**src/rtl/pwm_edge_capture.sv**
```systemverilog
// PWM edge capture: timestamps level changes on NCH PWM inputs during a
// bounded capture run and queues one record per cycle into a FIFO.
module pwm_edge_capture #(
    parameter int NCH   = 4,
    parameter int TS_W  = 24,
    parameter int DEPTH = 16
) (
    input  logic                      clk,
    input  logic                      rst,
    input  logic [NCH-1:0]            pwm_in,
    input  logic                      start,
    input  logic                      stop,
    input  logic [31:0]               duration,
    input  logic                      rd_ready,
    output logic                      rd_valid,
    output logic [2+2*NCH+TS_W-1:0]   rd_data,
    output logic                      busy,
    output logic                      done,
    output logic                      overflow
);

    localparam int RW = 2 + 2*NCH + TS_W;
    localparam int AW = $clog2(DEPTH);
    localparam logic [AW:0] DEPTH_CNT = (AW+1)'(DEPTH);

    localparam logic [1:0] KIND_EDGE  = 2'b00;
    localparam logic [1:0] KIND_START = 2'b01;
    localparam logic [1:0] KIND_WRAP  = 2'b10;
    localparam logic [1:0] KIND_END   = 2'b11;

    typedef enum logic [1:0] {
        IDLE = 2'd0,
        RUN  = 2'd1,
        DONE = 2'd2
    } state_t;

    state_t            state_q, state_d;
    logic [NCH-1:0]    prev_q, prev_d;
    logic [TS_W-1:0]   ts_q, ts_d;
    logic [31:0]       cyc_q, cyc_d;
    logic              busy_q, done_q;

    logic [NCH-1:0]    chg;
    logic              end_cond;
    logic              wr_en;
    logic              flush;
    logic [RW-1:0]     wr_rec;

    logic [RW-1:0]     mem_q [DEPTH];
    logic [AW-1:0]     wr_ptr_q, wr_ptr_d;
    logic [AW-1:0]     rd_ptr_q, rd_ptr_d;
    logic [AW:0]       count_q, count_d;
    logic [AW:0]       count_base;
    logic              overflow_q, overflow_d;
    logic [AW-1:0]     wr_addr;
    logic              fifo_full;
    logic              push;
    logic              pop;
    logic              drop;

    // Capture FSM: decides the next state, counter updates and which record (if any) to write
    always_comb begin
        state_d  = state_q;
        prev_d   = prev_q;
        ts_d     = ts_q;
        cyc_d    = cyc_q;
        wr_en    = 1'b0;
        flush    = 1'b0;
        wr_rec   = '0;
        chg      = pwm_in ^ prev_q;
        end_cond = stop || ((duration != 32'd0) && (cyc_q == duration));

        case (state_q)
            IDLE, DONE: begin
                if (start) begin
                    flush   = 1'b1;
                    prev_d  = pwm_in;
                    wr_en   = 1'b1;
                    wr_rec  = {KIND_START, {NCH{1'b1}}, pwm_in, {TS_W{1'b0}}};
                    ts_d    = TS_W'(1);
                    cyc_d   = 32'd1;
                    state_d = RUN;
                end
            end
            RUN: begin
                prev_d = pwm_in;
                ts_d   = ts_q + TS_W'(1);
                cyc_d  = (cyc_q == 32'hFFFF_FFFF) ? cyc_q : cyc_q + 32'd1;
                if (end_cond) begin
                    wr_en   = 1'b1;
                    wr_rec  = {KIND_END, chg, pwm_in, ts_q};
                    state_d = DONE;
                end else if (ts_q == '0) begin
                    wr_en  = 1'b1;
                    wr_rec = {KIND_WRAP, chg, pwm_in, ts_q};
                end else if (chg != '0) begin
                    wr_en  = 1'b1;
                    wr_rec = {KIND_EDGE, chg, pwm_in, ts_q};
                end
            end
            default: begin
                state_d = IDLE;
            end
        endcase
    end

    // FSM, timestamp, cycle counter and status flag registers
    always_ff @(posedge clk or posedge rst) begin
        if (rst) begin
            state_q <= IDLE;
            prev_q  <= '0;
            ts_q    <= '0;
            cyc_q   <= '0;
            busy_q  <= 1'b0;
            done_q  <= 1'b0;
        end else begin
            state_q <= state_d;
            prev_q  <= prev_d;
            ts_q    <= ts_d;
            cyc_q   <= cyc_d;
            busy_q  <= (state_d == RUN);
            done_q  <= (state_d == DONE);
        end
    end

    // FIFO bookkeeping: a start flush empties the queue before the START record lands at slot 0
    always_comb begin
        fifo_full  = (count_q == DEPTH_CNT);
        pop        = (count_q != '0) && rd_ready && !flush;
        push       = wr_en && (flush || !fifo_full);
        drop       = wr_en && !flush && fifo_full;
        wr_addr    = flush ? '0 : wr_ptr_q;
        count_base = flush ? '0 : count_q;
        rd_ptr_d   = flush ? '0 : (pop ? rd_ptr_q + AW'(1) : rd_ptr_q);
        wr_ptr_d   = push ? wr_addr + AW'(1) : wr_addr;
        count_d    = count_base;
        if (push && !pop) begin
            count_d = count_base + (AW+1)'(1);
        end else if (!push && pop) begin
            count_d = count_base - (AW+1)'(1);
        end
        overflow_d = flush ? 1'b0 : (overflow_q | drop);
    end

    // FIFO pointer, occupancy and sticky overflow registers
    always_ff @(posedge clk or posedge rst) begin
        if (rst) begin
            wr_ptr_q   <= '0;
            rd_ptr_q   <= '0;
            count_q    <= '0;
            overflow_q <= 1'b0;
        end else begin
            wr_ptr_q   <= wr_ptr_d;
            rd_ptr_q   <= rd_ptr_d;
            count_q    <= count_d;
            overflow_q <= overflow_d;
        end
    end

    // Record storage; contents are only meaningful between the pointers so no reset is needed
    always_ff @(posedge clk) begin
        if (push) begin
            mem_q[wr_addr] <= wr_rec;
        end
    end

    assign rd_valid = (count_q != '0);
    assign rd_data  = mem_q[rd_ptr_q];
    assign busy     = busy_q;
    assign done     = done_q;
    assign overflow = overflow_q;

endmodule

```
**config.mk**
```make
export PLATFORM = sky130hd
export DESIGN_NAME = pwm_edge_capture
export DESIGN_NICKNAME = d
export VERILOG_FILES = /design/src/rtl/pwm_edge_capture.sv
export SDC_FILE = /design/constraint.sdc
export NUM_CORES = 1
export LEC_CHECK = 0
export ABC_AREA = 0
export ABC_CLOCK_PERIOD_IN_PS = 2960
export CELL_PAD_IN_SITES_DETAIL_PLACEMENT = 0
export CELL_PAD_IN_SITES_GLOBAL_PLACEMENT = 1
export CORE_ASPECT_RATIO = 0.8
export CORE_UTILIZATION = 48
export DETAILED_ROUTE_END_ITERATION = 16
export GPL_TIMING_DRIVEN = 0
export PLACE_DENSITY = 0.87
export SLEW_MARGIN = 20
export SYNTH_ARGS = -nofsm -noshare
export SYNTH_HDL_FRONTEND = slang
export SYNTH_SLANG_ARGS = --single-unit
export TNS_END_PERCENT = 20
```
**constraint.sdc**
```tcl
create_clock -name clk -period 2.96 [get_ports clk]
set_input_delay 0.592 -clock clk [delete_from_list [all_inputs] [get_ports clk]]
set_output_delay 0.592 -clock clk [all_outputs]
set_load 0.01 [all_outputs]
```
==> out/results.md <==
• maximum vdd drop: 589 uV
• met2 Usage GRT: 0.393
• cts-stage hold buffer count: 0
• Post-DRT Antenna Nets: 0
• number of global-route vias before repair: 14,300
• startpoint of the most critical setup path: rd_ptr_q[0]
• initial cell density of the core: 0.490
• total number of clock tree sinks: 622
• most common cell in the netlist: edfxtp_1
• Yosys Warn Count: 0
• std cell rows: 74
• pin count of the biggest net entering global routing: 53
• share of power burned in registers: 0.426
• clock edge transition at the registers on the reported setup and hold paths: 0.07 ns
• RSZ-0062 raised after global routing: true
• slowest stage delay, CP: 0.53 ns
• pwr/cell area: 836 nW/um^2
• count of unresolved DRC violations after routing: 0
• crit-path cells: buf_6 -> buf_16 -> buf_12 -> buf_6 -> mux4_2 -> mux4_2 -> buf_6
• number of vias per cell: 6.24
• run status: complete, but fails checks
• largest area contributor in the netlist: edfxtp_1
• latest clock arrival within the worst-skew pair: 0.61 ns
• core area: 51,500 sq um
• Placement Setup Slack: -1.25 ns
• final setup margin: -0.478 ns
• synthesis-to-layout area growth: 18.9%
• Setup Skew: 0.0236 ns
• number of enable-type register cells in the synthesized netlist: 544
• routing usage on met3: 0.0421
• # port buffers: 78
• number of CTS-inserted buffers: 56
• reported max-cap violation count: 0
• Slowest cell on crit path: mux4_2
• class of the most critical hold timing path: in2async
• Die Y: 207 microns
• share of power burned in combinational logic: 0.294
• H-tree level count: 2
• grt ovf: 0
• Max Clk Rate: 291 MHz
• failing checks: setup timing
• top area cells in the synthesized netlist: edfxtp_1, mux4_2, dfrtp_1, xor2_1, nand2_1
• final hold violation count: 0
• net count of the mapped netlist: 1,359
• count of pins over their slew limit: 0
• floorplan die width: 258 microns
• net switching power: 7.10 mW
• area of the mapped netlist: 25,200 sq um
• Max Root-Sink Buffers: 3
• CP Launch Type: flop
• area share of the largest cell type after synthesis: 0.648
• Layout Cells excl Fill: 2,227
• async set-or-reset flop fraction in the synthesized netlist: 0.125
• Detail Placement HPWL: 33.8 mm
• Clk Tree Root Cell: clkbuf_16
• number of cells produced by synthesis: 1,308
• met1 usage in global routing: 0.337
• violation count after the first detailed-route iteration: 1,614
• internal power contribution: 18.0 mW
• switching part of the total: 0.283
• sequential cell area fraction in the yosys report: 0.725
• length of the first detailed-routing pass in iterations: 5
• antenna violations before repair: 0
• slew margin rel.: 0.233
• Post-Syn Area per Cell: 19.3 sq um
• number of top-level pins: 79
• global-route wire length before repair: 93.0 mm
• most used routing layer: met2
• cell repeated most along the worst path: buf_6
• final number of setup-violating endpoints: 325
• R2R Path Start: cyc_q[19]
• Avg WL per Cell: 28.6 microns
• number of cells in the design after placement: 2,076
• clock tree from TritonCTS: built
• kind of critical path: reg2out
• shortest clock period the worst path allows after layout: 3.44 ns
• Top FF cell, synth: edfxtp_1
• total via count after detailed routing: 13,900
• area of the die: 53,500 sq um
• number of distinct standard cells referenced by the synthesized netlist: 49
• final estimated routing congestion in global placement: 0.833
• share of total power in the clock network: 0.280
• Overall Global Routing Usage: 0.242
• fraction of final layout cells sized beyond drive strength 1: 0.296
• Hold Slack: 0.333 ns
• capturing element type of the critical path: output pin
• largest fanout on the critical path: 9
• leading cell types by count after synthesis: edfxtp_1, mux4_2, dfrtp_1
• Final period util: 1.16
• number of synthesized register bits: 622
• final wirelength: 63.7 mm
• final layout net count: 1,550
• Pleak: 10.2 nW
• worst endpoint data arrival time: 2.85 ns
• slew at the pin with the worst max-slew slack: 1.14 ns
• worst endpoint required time: 2.37 ns
• Antenna diodes: 0
[per-stage QoR]
step	power (mW)	util	area, sq um	setup TNS (ns)
after floorplan	14.6	-	25200	-74.24
after CTS	24.7	0.577	29700	-47.26
after global placement	16.7	0.522	26900	-1459.05
after global routing	25.9	0.582	30000	-61.73
final	25.1	0.582	30000	-34.60
after detailed placement	17.0	0.525	27000	-887.97
[registers in the layout, summed over array words and instances, names as in the netlist]
| signal | flops |
|---|---|
| count_q | 5 |
| wr_ptr_q | 4 |
| overflow | 1 |
| cyc_q | 32 |
| state_q | 2 |
| busy | 1 |
| mem_q | 544 |
| prev_q | 4 |
| rd_ptr_q | 4 |
| done | 1 |
| ts_q | 24 |
[path summary, 6_finish.rpt]
path / end / slack (ns) / cells after the start
max reg2reg: mem_q[8][15] / -0.14 / 7
min in group clk: prev_q[3] / 0.50 / 2
max: rd_data[1] / -0.48 / 7
min reg2reg: prev_q[3] / 0.50 / 2
min: cyc_q[8] / 0.33 / 2
max in group asynchronous: cyc_q[24] / 2.00 / 3
[layout make-up]
class,count,area [sq um]
Buffer,60,589
Tap cell,684,856
Fill cell,3663,21500
Multi-Input combinational cell,612,6880
Timing Repair Buffer,128,1570
Clock inverter,24,214
Inverter,19,73.8
Sequential cell,622,18300
Clock buffer,78,1510
[layout by cell type (no fill, tap or decap), types with 9 or more instances in the layout]
master	n
and3_2	18
dfrtp_1	68
clkbuf_2	9
and4_4	12
a21oi_1	12
clkbuf_1	37
nand3_1	27
xor2_1	53
clkdlybuf4s50_1	41
buf_12	32
clkbuf_16	60
mux2i_1	13
inv_1	16
buf_6	27
nor4_1	14
buf_2	12
xnor2_1	17
o21ai_0	15
nor3_1	11
edfxtp_1	544
ha_1	9
clkbuf_4	11
nand4_1	20
nand2_1	69
mux4_2	170
dfrtp_2	10
buf_4	20
clkinv_1	11
nor2_1	50
[power by group through the flow]
stage          Clock (mW)  Sequential (mW)  Combinational [mW]
2_1_floorplan           0             10.7                3.89
3_3_place_gp            0             10.7                5.98
3_5_place_dp            0             10.8                6.19
4_1_cts              7.05             10.7                6.98
5_1_grt              7.38             10.7                7.77
6_report             7.02             10.7                7.36
[repair_timing]
action                                  CTS  global route
cloned                                   11             3
buffers inserted                         27            10
pin swaps                                18             5
resized for setup                       307            55
endpoints found under the setup margin  963           844
[critical path: cells and delay by family, from the launching register on]
| family | cells | cell delay, ns |
|---|---|---|
| buffers and inverters | 5 | 0.75 |
| flip-flops | 1 | 0.49 |
| multiplexers | 2 | 1.02 |
[layer usage]
metal  vias up  share of wire
met2       817           0.48
met1      7233           0.39
li1       5705              -
met5         -              0
met3       150          0.097
met4         0          0.031
[cells by family after synthesis]
group | synth area share
adder cells (fa/ha/maj) | 0.00496
AO/OA/AOI/OAI | 0.0164
buffers and inverters | 0.0128
multiplexers | 0.157
flip-flops | 0.725
AND/OR/NAND/NOR | 0.0587
XOR/XNOR | 0.0243
No activity file was read; power rests on OpenSTA's default activity.
